[src/rtl/mult_pkg.sv]
// Shared types and helpers for the sequential partial-product multiplier.
package mult_pkg;

  typedef enum logic [1:0] {
    IDLE,
    BUSY,
    DONE
  } mult_state_e;

  // Counter width for a given slice count; at least one bit so K == WIDTH still elaborates.
  function automatic int cnt_width(input int slices);
    return (slices > 1) ? $clog2(slices) : 1;
  endfunction

endpackage

[src/rtl/pp_and_row.sv]
// One partial-product row: the multiplicand gated by a single multiplier bit.
module pp_and_row #(
  parameter int WIDTH = 8
) (
  input  logic [WIDTH-1:0] a,
  input  logic             b,
  output logic [WIDTH-1:0] row
);

  assign row = a & {WIDTH{b}};

endmodule

[src/rtl/pp_seq_multiplier.sv]
// Sequential WIDTH x WIDTH multiplier consuming K multiplier bits per cycle behind valid/ready.
// Define MULT_SIGNED_EN to add the signed_i port and two's-complement operand handling.
module pp_seq_multiplier
  import mult_pkg::*;
#(
  parameter int WIDTH = 8,
  parameter int K     = 1
) (
  input  logic               clk,
  input  logic               rst,
  input  logic [WIDTH-1:0]   A,
  input  logic [WIDTH-1:0]   B,
  input  logic               in_valid,
  output logic               in_ready,
  output logic [2*WIDTH-1:0] Out,
  output logic               out_valid,
  input  logic               out_ready
`ifdef MULT_SIGNED_EN
  ,
  input  logic               signed_i
`endif
);

  localparam int N  = WIDTH / K;
  localparam int CW = cnt_width(N);
  localparam int PW = 2 * WIDTH;

  generate
    if ((WIDTH < 2) || (K < 1) || (WIDTH % K != 0)) begin : g_bad_cfg
      $error("pp_seq_multiplier: K must divide WIDTH and WIDTH must be >= 2");
    end
  endgenerate

  mult_state_e      state;
  logic [WIDTH-1:0] a_reg;
  logic [WIDTH-1:0] b_sr;
  logic [PW-1:0]    acc;
  logic [CW-1:0]    count;
  logic [WIDTH-1:0] rows [K];
  logic [PW-1:0]    slice_sum;
  logic [PW-1:0]    acc_next;
  logic [PW-1:0]    result;
  logic [WIDTH-1:0] a_mag;
  logic [WIDTH-1:0] b_mag;
  logic             last_slice;

  for (genvar j = 0; j < K; j++) begin : g_rows
    pp_and_row #(.WIDTH(WIDTH)) u_row (
      .a  (a_reg),
      .b  (b_sr[j]),
      .row(rows[j])
    );
  end

  assign last_slice = (count == CW'(N - 1));

  // NOTE: every always_comb output gets a default first so no path can infer a latch.
  always_comb begin
    slice_sum = '0;
    for (int j = 0; j < K; j++) begin
      slice_sum = slice_sum + (PW'(rows[j]) << j);
    end
    acc_next = acc + (slice_sum << (K * int'(count)));
  end

`ifdef MULT_SIGNED_EN
  logic neg;
  logic sign_in;

  // Most-negative input maps to 2^(WIDTH-1), which still fits as an unsigned magnitude.
  always_comb begin
    a_mag   = (signed_i && A[WIDTH-1]) ? (~A + 1'b1) : A;
    b_mag   = (signed_i && B[WIDTH-1]) ? (~B + 1'b1) : B;
    sign_in = signed_i && (A[WIDTH-1] ^ B[WIDTH-1]);
    result  = neg ? (~acc_next + 1'b1) : acc_next;
  end

  always_ff @(posedge clk) begin
    if (rst) begin
      neg <= 1'b0;
    end else if (state == IDLE && in_valid) begin
      neg <= sign_in;
    end
  end
`else
  always_comb begin
    a_mag  = A;
    b_mag  = B;
    result = acc_next;
  end
`endif

  // NOTE: datapath registers are reset along with control so an aborted product leaves nothing behind.
  always_ff @(posedge clk) begin
    if (rst) begin
      state     <= IDLE;
      in_ready  <= 1'b1;
      out_valid <= 1'b0;
      Out       <= '0;
      count     <= '0;
      acc       <= '0;
      a_reg     <= '0;
      b_sr      <= '0;
    end else begin
      case (state)
        IDLE: begin
          if (in_valid) begin
            a_reg    <= a_mag;
            b_sr     <= b_mag;
            acc      <= '0;
            count    <= '0;
            in_ready <= 1'b0;
            state    <= BUSY;
          end
        end
        BUSY: begin
          acc   <= acc_next;
          b_sr  <= b_sr >> K;
          count <= count + 1'b1;
          if (last_slice) begin
            Out       <= result;
            out_valid <= 1'b1;
            state     <= DONE;
          end
        end
        DONE: begin
          // Returning through IDLE keeps an out handshake and a new accept in separate cycles.
          if (out_ready) begin
            out_valid <= 1'b0;
            in_ready  <= 1'b1;
            state     <= IDLE;
          end
        end
        default: state <= IDLE;
      endcase
    end
  end

endmodule

[config.mk]
export PLATFORM = sky130hd
export DESIGN_NAME = pp_seq_multiplier
export DESIGN_NICKNAME = d
export VERILOG_FILES = /design/src/rtl/mult_pkg.sv /design/src/rtl/pp_and_row.sv /design/src/rtl/pp_seq_multiplier.sv
export SDC_FILE = /design/constraint.sdc
export NUM_CORES = 1
export LEC_CHECK = 0
export CAP_MARGIN = 20
export CORE_AREA = 2 2 78 117
export DETAILED_ROUTE_END_ITERATION = 8
export DIE_AREA = 0 0 80 119
export PLACE_DENSITY = 0.7
export SLEW_MARGIN = 30
export SYNTH_ARGS = -nofsm -noshare
export SYNTH_HDL_FRONTEND = slang
export SYNTH_SLANG_ARGS = --single-unit
[constraint.sdc]
create_clock -name clk -period 9.45 [get_ports clk]
set_input_delay 1.4175 -clock clk [delete_from_list [all_inputs] [get_ports clk]]
set_output_delay 1.4175 -clock clk [all_outputs]
set_load 0.01 [all_outputs]
==> out/metrics.cfg, run 1 <==
[sta]
fin_crit_sh_pct = 37.4
finalHoldViolCount = 0
timing.final.crit_period_ps = 3540
slew_violations = 0
finalSetupTns_ps = 0
setup_viol = 0
worstMarginPinSlew_ps = 862
max_freq_mhz = 283
fin_skew_ps = 6.75
relSlewSlack_pct = 42.4
grt_setup_unrepaired = false

[yosys]
yosysWarnings = 0
async_flop_share_pct = 0
ys_seq_area_share_pct = 33.3
synthCells = 425
yosys_register_bits = 55
yosys.cell_types.count = 61
synth_area_um2 = 3300
dominantRegCellSynth = dfxtp_1
synth.avg_cell_area_um2 = 7.78
synth-edff-count = 0
synth_nets = 464

[worst_setup_path]
path_cells = clkdlybuf4s50_1 -> buf_4 -> clkinv_1 -> nand2_1 -> nor2_1 -> a22oi_1 -> nand2_1
path_common_cell = nand2_1
cp_top_family = buffers and inverters
critPathKind = input port to register
slowest_stage = clkinv_1
cp-end-kind = register
startpoint_type = input port
critPathMaxFanout = 48
required_ps = 9640
arrival_ps = 3730
path_buf_inv = 3
cpPeakStageDelay_ps = 580

[route]
drt_pass1_iterations = 4
detail_route.wl_per_cell_um = 15.7
drc = 0
avgViaCountPerCell = 5.61
via_count = 3116
wl_um = 8740
drtAntennaViolNets = 0
dr.first_iter.drc_count = 135

[cts]
clock-sinks = 55
hold_buffers = 0
cts_buffer_depth = 2
clk_pin_slew_worst_paths_ps = 70
h-tree-depth = 2
cts_buffers = 5
insertion_delay_ps = 300
ctsResizeCount = 0
cts_setup_buffers = 0
cts_tree = built
cts_root_buf = clkbuf_16

[final_layout]
layout-drive-gt1-share_pct = 6.29
antenna_cells = 0
nets = 484
area_delta_synth_final_pct = 16.9
final_core_util_pct = 44.8
top_regs = Out: 16 flops, acc: 16 flops
stdcell_count = 555
stdcell_area_um2 = 3860

[global_route]
grt.overflow.total = 0
grt_start_max_net_pins = 49
grt_pass1_vias = 2932
grt_pass1_wl_um = 14300
antenna_found_initial = 0
track_usage_pct = 19.0

[hold_path]
hp-class = register to register

[outcome]
status = finished clean

[floorplanning]
ios = 38
die_y_um = 119
start_util_pct = 38.3
rows = 42
die_x_um = 80
die-area_um2 = 9520
core-area_um2 = 8620

[power_and_ir_drop]
leakage_nw = 1.48
ir_worst_vdd_v = 0.0000966
powerDensity_nw_per_um2 = 124
fin_total_pwr_w = 0.000480

[placed_design]
place_area_um2 = 3720
place_inst = 548
dp_hpwl_um = 6370
gp_congestion = 0.921
port_buffers = 37

[job]
max_cap_violations = 0

==> layout make-up <==
cell class / count / area (µm²)
fillers: 902 / 4750
multi-input cells: 342 / 2090
flip-flops and latches: 55 / 1100
repair buffers: 39 / 385
well taps: 110 / 138
clock buffers: 5 / 125
clock inverters: 2 / 13.8
inverters: 2 / 7.51
==> report_power, final <==
group / internal (W) / leakage [nW] / total, W / switching (W)
clock: 0.0000970 / 0.0696 / 0.000184 / 0.0000870
combinational: 0.0000212 / 0.962 / 0.0000496 / 0.0000284
sequential: 0.000239 / 0.447 / 0.000247 / 0.00000805
==> logic make-up after synthesis <==
| family | count (synthesis) | share of synthesized area [%] |
|---|---|---|
| flip-flops | 55 | 33.3 |
| adder cells (fa/ha/maj) | 19 | 7.42 |
| multiplexers | 10 | 3.22 |
| AO/OA/AOI/OAI | 121 | 25.1 |
| buffers and inverters | 28 | 3.56 |
| AND/OR/NAND/NOR | 187 | 26.1 |
| XOR/XNOR | 5 | 1.33 |
==> path summary, 6_finish.rpt <==
path,endpoint,slack [ps],cells past startpoint,from
setup / recovery,acc[11]$_SDFFE_PP0P_,5910,7,rst
hold / removal,Out[1]$_SDFFE_PP0P_,460,2,Out[1]$_SDFFE_PP0P_
setup reg to reg,acc[12]$_SDFFE_PP0P_,6020,10,count[0]$_SDFFE_PP0P_
hold reg to reg,Out[1]$_SDFFE_PP0P_,460,2,Out[1]$_SDFFE_PP0P_
==> stage by stage <==
stage	worst slack, ps	hold WS (ps)
floorplan	6480	432
global placement	5680	446
detailed placement	5600	451
CTS	5920	461
global route	5720	484
finish	5910	459
==> per-layer routing <==
| metal | track usage, % | vias to the layer above | routed length (µm) |
|---|---|---|---|
| li1 | - | 1586 | - |
| met1 | 22.1 | 1456 | 3610 |
| met2 | 33.1 | 56 | 4540 |
| met3 | 3.03 | 18 | 240 |
| met4 | 9.32 | 0 | 347 |
| met5 | 0 | - | 0 |
==> cell usage in the layout, fill, tap and decap left out, types with 6 or more instances in the layout <==
cell type | Yosys | routed
nand2_1 | 78 | 78
dfxtp_1 | 55 | 55
a21oi_1 | 44 | 44
clkdlybuf4s50_1 | 0 | 37
nor2_1 | 34 | 34
nand3_1 | 31 | 31
ha_1 | 18 | 18
o21ai_0 | 10 | 10
o211ai_1 | 10 | 10
a311oi_1 | 8 | 8
nor3_1 | 7 | 7
and3_1 | 7 | 7
nand2b_1 | 7 | 6
o22ai_1 | 6 | 6
==> tightest hold or removal path, stage by stage, from the launching register on <==
cell and delay, ps:
dfxtp_1 310, nand2_1 50, a21oi_1 50
==> Yosys cell counts, types with 2 or more instances <==
master     number  area share (%)
xor2_1          2            0.53
a211o_1         3            0.80
mux2_2          5             1.7
o21a_1          4            0.91
a21o_1          4            0.91
a31oi_1         5            0.95
mux2i_1         5             1.5
nor2_1         34             3.9
and2_1          5            0.95
o22ai_1         6             1.1
nor3_1          7             1.1
a21oi_1        44             6.7
o21ai_0        10             1.5
dfxtp_1        55              33
and3_1          7             1.3
o2111ai_1       3            0.80
a211oi_1        2            0.45
buf_2           4            0.61
xnor2_1         3            0.80
a22o_1          2            0.53
nor2b_1         3            0.57
or3_1           4            0.76
buf_1           2            0.23
o31ai_1         2            0.45
a311o_1         2            0.61
nand3_1        31             4.7
ha_1           18             6.8
o211ai_1       10             2.3
a31o_2          2            0.53
a311oi_1        8             2.1
clkbuf_1       19             2.2
o31ai_2         2            0.76
nand2_1        78             8.9
nand2b_1        7             1.3
Power figures use the tool's default switching activity.
==> run 2: changes to the inputs <==
==> constraint.sdc (replaced) <==
create_clock -name clk -period 3.4 [get_ports clk]
set_input_delay 0.51 -clock clk [delete_from_list [all_inputs] [get_ports clk]]
set_output_delay 0.51 -clock clk [all_outputs]
set_load 0.01 [all_outputs]
==> run 2 against run 1 <==
  * Clock-buffer cell count rose by 1
  * Flip-flop and latch count is the same
  * Sequential power rose to 2.8 times the previous value
  * Worst hold slack improved by 0.54 ps
  * Utilization increased by 1.0 points
  * Global-route usage grew 0.19 points
  * Final area rose by 2.3%
  * Largest power group unchanged
  * Setup slack got worse by 5700 ps
  * Largest cell class unchanged
==> out/metrics.cfg, run 2 (synthesized netlist as in run 1, its figures left out) <==
[power_and_ir_drop]
powerDensity_nw_per_um2 = 359
ir_worst_vdd_v = 0.000253
leakage_nw = 1.52

[final_layout]
stdcell_area_um2 = 3950
nets = 491
final_cell_mix = nand2_1 (78), dfxtp_1 (55), a21oi_1 (44), clkdlybuf4s50_1 (37), nor2_1 (34)
layout-drive-gt1-share_pct = 7.95
top_regs = Out: 16 flops, acc: 16 flops
antenna_cells = 0
final_common_cell = nand2_1
area_delta_synth_final_pct = 19.6

[hold_path]
hold_path_depth = 2
min_to = Out[7]$_SDFFE_PP0P_
worstHoldStart = Out[7]$_SDFFE_PP0P_
hp-class = register to register

[global_route]
grt_start_max_net_pins = 39
track_usage_pct = 19.2
antenna_found_initial = 0
grt.overflow.total = 0
grt_pass1_vias = 3122
grt_pass1_wl_um = 14500

[sta]
finalSetupTns_ps = 0
grt_setup_unrepaired = false
fin_skew_ps = 4.36
relSlewSlack_pct = 54.4
fin_crit_sh_pct = 92.7
max_freq_mhz = 317
setup_viol = 0
worstMarginPinSlew_ps = 681
slew_violations = 0
fin_hold_ws_ps = 459
finalHoldViolCount = 0
timing.final.crit_period_ps = 3150

[cts]
insertion_delay_ps = 300
cts_buffers = 5
cts_root_buf = clkbuf_16
h-tree-depth = 2
cts_tree = built
clk_pin_slew_worst_paths_ps = 70
clock-sinks = 55
cts_buffer_depth = 2
hold_buffers = 0

[floorplanning]
start_util_pct = 38.3
core-area_um2 = 8620
die_x_um = 80
die_y_um = 119
die-area_um2 = 9520
rows = 42
ios = 38

[route]
drtAntennaViolNets = 0
avgViaCountPerCell = 5.64
dr.first_iter.drc_count = 171
drc = 0
detail_route.wl_per_cell_um = 15.7
drt_pass1_iterations = 5
wl_um = 8850
via_count = 3173

[worst_setup_path]
critPathMaxFanout = 9
cpPeakStageDelay_ps = 490
required_ps = 3620
startpoint_type = register
rrSetupSlack_ps = 250
path_cells = buf_4 -> mux2_2 -> nand2_1 -> nor3_1 -> fa_1 -> a21o_1 -> a311oi_1 -> o2111ai_1 -> and3_1 -> o31ai_2
slowest_stage = dfxtp_1
critPathKind = register to register
ff2ff_path_depth = 10
r2r_end = acc[12]$_SDFFE_PP0P_
cp-end-kind = register
cp_top_family = compound AO/OA/AOI/OAI gates
r2r_start = count[0]$_SDFFE_PP0P_
arrival_ps = 3370
path_buf_inv = 1

[placed_design]
gp_congestion = 0.903
port_buffers = 37
dp_hpwl_um = 6620
place_area_um2 = 3780

[job]
max_cap_violations = 0

[outcome]
status = finished clean

run 2: where the power goes:
part | switching (W) | leakage, nW | internal, W
Clock | 0.000239 | 0.0815 | 0.000351
Sequential | 0.0000194 | 0.447 | 0.000663
Combinational | 0.0000846 | 0.997 | 0.0000631
run 2: per-stage QoR:
| stage | setup slack (ps) | total power (W) | util (%) | cells |
|---|---|---|---|---|
| finish | 249 | 0.00142 | 45.8 | 563 |
| global route | 69.0 | 0.00148 | 45.8 | 563 |
| CTS | 286 | 0.00144 | 45.8 | 563 |
| detailed placement | 323 | 0.000846 | 43.8 | 555 |
| global placement | 372 | 0.000841 | 43.7 | 555 |
| floorplan | 431 | 0.000787 | - | 425 |
run 2: routing by layer:
layer / vias to the layer above / global-route usage [%] / routed length [µm]
met4: 0 / 10.8 / 315
met1: 1478 / 20.6 / 3560
met5: - / 0 / 0
li1: 1610 / - / -
met2: 69 / 34.5 / 4730
met3: 16 / 3.26 / 247
run 2: area by class of cell:
| cell class | count | area (µm²) |
|---|---|---|
| multi-input cells | 342 | 2100 |
| fillers | 869 | 4670 |
| clock buffers | 6 | 129 |
| well taps | 110 | 138 |
| repair buffers | 46 | 438 |
| clock inverters | 2 | 38.8 |
| inverters | 2 | 7.51 |
| flip-flops and latches | 55 | 1100 |
run 2: worst max path at each step:
stage               cells after the start                  start  slack, ps                    to
global route                           10  count[0]$_SDFFE_PP0P_         70  acc[15]$_SDFFE_PP0P_
detailed placement                     10  count[0]$_SDFFE_PP0P_        320  acc[12]$_SDFFE_PP0P_
finish                                 10  count[0]$_SDFFE_PP0P_        250  acc[12]$_SDFFE_PP0P_
CTS                                    10  count[0]$_SDFFE_PP0P_        290  acc[12]$_SDFFE_PP0P_
global placement                       10  count[0]$_SDFFE_PP0P_        370  Out[13]$_SDFFE_PP0P_
floorplan                              10  count[0]$_SDFFE_PP0P_        430  acc[14]$_SDFFE_PP0P_
run 2: worst register-to-register path: cells and delay by family, from the launching register on:
| kind | cells | cell delay [ps] |
|---|---|---|
| compound gates | 4 | 1160 |
| fa+ha+maj | 1 | 440 |
| buf+inv | 1 | 220 |
| flops | 1 | 490 |
| mux | 1 | 350 |
| simple gates | 3 | 410 |
run 2: what timing repair did:
action	4_1_cts	5_1_grt
hold endpoints to repair	0	0
buffers inserted	0	0
resized for setup	0	2
endpoints found under the setup margin	0	1
==> run 3: changes to the inputs <==
--- a/config.mk
+++ b/config.mk
@@ -10,7 +10,7 @@
 export DETAILED_ROUTE_END_ITERATION = 8
 export DIE_AREA = 0 0 80 119
 export PLACE_DENSITY = 0.7
-export SLEW_MARGIN = 30
+export SLEW_MARGIN = 20
 export SYNTH_ARGS = -nofsm -noshare
 export SYNTH_HDL_FRONTEND = slang
 export SYNTH_SLANG_ARGS = --single-unit
==> run 3 against run 2 <==
  * Utilization is essentially flat
  * Die area is the same
  * Largest cell class unchanged
  * Setup slack lost 17 ps
==> out/metrics.cfg, run 3 (synthesized netlist as in run 1, its figures left out) <==
[final_layout]
multi_input_area_um2 = 2090
stdcell_area_um2 = 3950
final_cell_mix = nand2_1 (78), dfxtp_1 (55), a21oi_1 (44), clkdlybuf4s50_1 (37), nor2_1 (34)
top_regs = Out: 16 flops, acc: 16 flops
seqCellArea_um2 = 1100
antenna_cells = 0
layout-drive-gt1-share_pct = 7.73
final_common_cell = nand2_1
area_delta_synth_final_pct = 19.5
nets = 491
nFillCells = 882

[cts]
h-tree-depth = 2
cts_root_buf = clkbuf_16
cts_buffer_depth = 2
cts_buffers = 5
clock-sinks = 55
insertion_delay_ps = 300
clk_pin_slew_worst_paths_ps = 70
cts_tree = built
hold_buffers = 0

[worst_setup_path]
cp-end-kind = register
critPathMaxFanout = 9
required_ps = 3620
startpoint_type = register
critPathKind = register to register
arrival_ps = 3390

[sta]
grt_setup_unrepaired = false
fin_hold_ws_ps = 459
slew_violations = 0
max_freq_mhz = 316
worstMarginPinSlew_ps = 1110
timing.final.crit_period_ps = 3170
fin_crit_sh_pct = 93.2
fin_skew_ps = 6.24
relSlewSlack_pct = 25.8
finalHoldViolCount = 0
finalSetupTns_ps = 0
setup_ws_ps = 232
setup_viol = 0

[global_route]
grt_pass1_vias = 3094
grt.overflow.total = 0
grt_pass1_wl_um = 14700
antenna_found_initial = 0
track_usage_pct = 19.5
grt_start_max_net_pins = 39

[power_and_ir_drop]
leakage_nw = 1.52
powerDensity_nw_per_um2 = 362
fin_total_pwr_w = 0.00143
ir_worst_vdd_v = 0.000257

[floorplanning]
core-area_um2 = 8620
start_util_pct = 38.3
ios = 38
die_y_um = 119
die-area_um2 = 9520
die_x_um = 80
rows = 42

[route]
dr.first_iter.drc_count = 170
drtAntennaViolNets = 0
avgViaCountPerCell = 5.57
detail_route.wl_per_cell_um = 15.7
drc = 0
wl_um = 8820
drt_pass1_iterations = 4
via_count = 3138

[placed_design]
port_buffers = 37
dp_hpwl_um = 6620
place_area_um2 = 3770
place_ws_ps = 322
gp_congestion = 0.903

[hold_path]
hp-class = register to register

[job]
max_cap_violations = 0

[outcome]
status = finished clean

## run 3: worst paths after layout
check / start / endpoint / slack [ps] / cells past startpoint
hold reg to reg: Out[0]$_SDFFE_PP0P_ / Out[0]$_SDFFE_PP0P_ / 460 / 2
setup reg to reg: count[0]$_SDFFE_PP0P_ / acc[12]$_SDFFE_PP0P_ / 230 / 10
setup / recovery: count[0]$_SDFFE_PP0P_ / acc[12]$_SDFFE_PP0P_ / 230 / 10
hold / removal: Out[0]$_SDFFE_PP0P_ / Out[0]$_SDFFE_PP0P_ / 460 / 2
## run 3: through the flow
step	util [%]	instances
floorplan	-	425
global placement	43.7	555
detailed placement	43.7	555
CTS	45.7	563
global route	45.8	563
finish	45.8	563
## run 3: cell type report
type	count	area share [%]
clock buffers	5	3.17
well taps	110	3.49
multi-input cells	342	53.0
inverters	2	0.190
flip-flops and latches	55	27.9
repair buffers	46	11.1
clock inverters	3	1.17
## run 3: layer usage
layer | GRT usage (%) | wire, µm | vias up
met3 | 3.26 | 273 | 20
met2 | 34.3 | 4730 | 61
met5 | 0 | 0 | -
met4 | 12.2 | 328 | 0
li1 | - | - | 1607
met1 | 21.2 | 3500 | 1450
## run 3: critical path, cell delays in order (launching register included)
cell and delay, ps:
dfxtp_1 510, buf_4 230, mux2_2 350, nand2_1 90, nor3_1 90, fa_1 440
a21o_1 240, a311oi_1 430, o2111ai_1 270, and3_1 250, o31ai_2 200
## run 3: power by group
group          switching (W)  internal (W)  total, W
clock network       0.000250      0.000351  0.000601
logic              0.0000840     0.0000630  0.000147
registers          0.0000195      0.000663  0.000683
total               0.000354       0.00108   0.00143
## run 3: timing repair
action,4_1_cts,5_1_grt
setup endpoints to repair,0,1
gates resized for setup,0,2
setup buffers,0,0
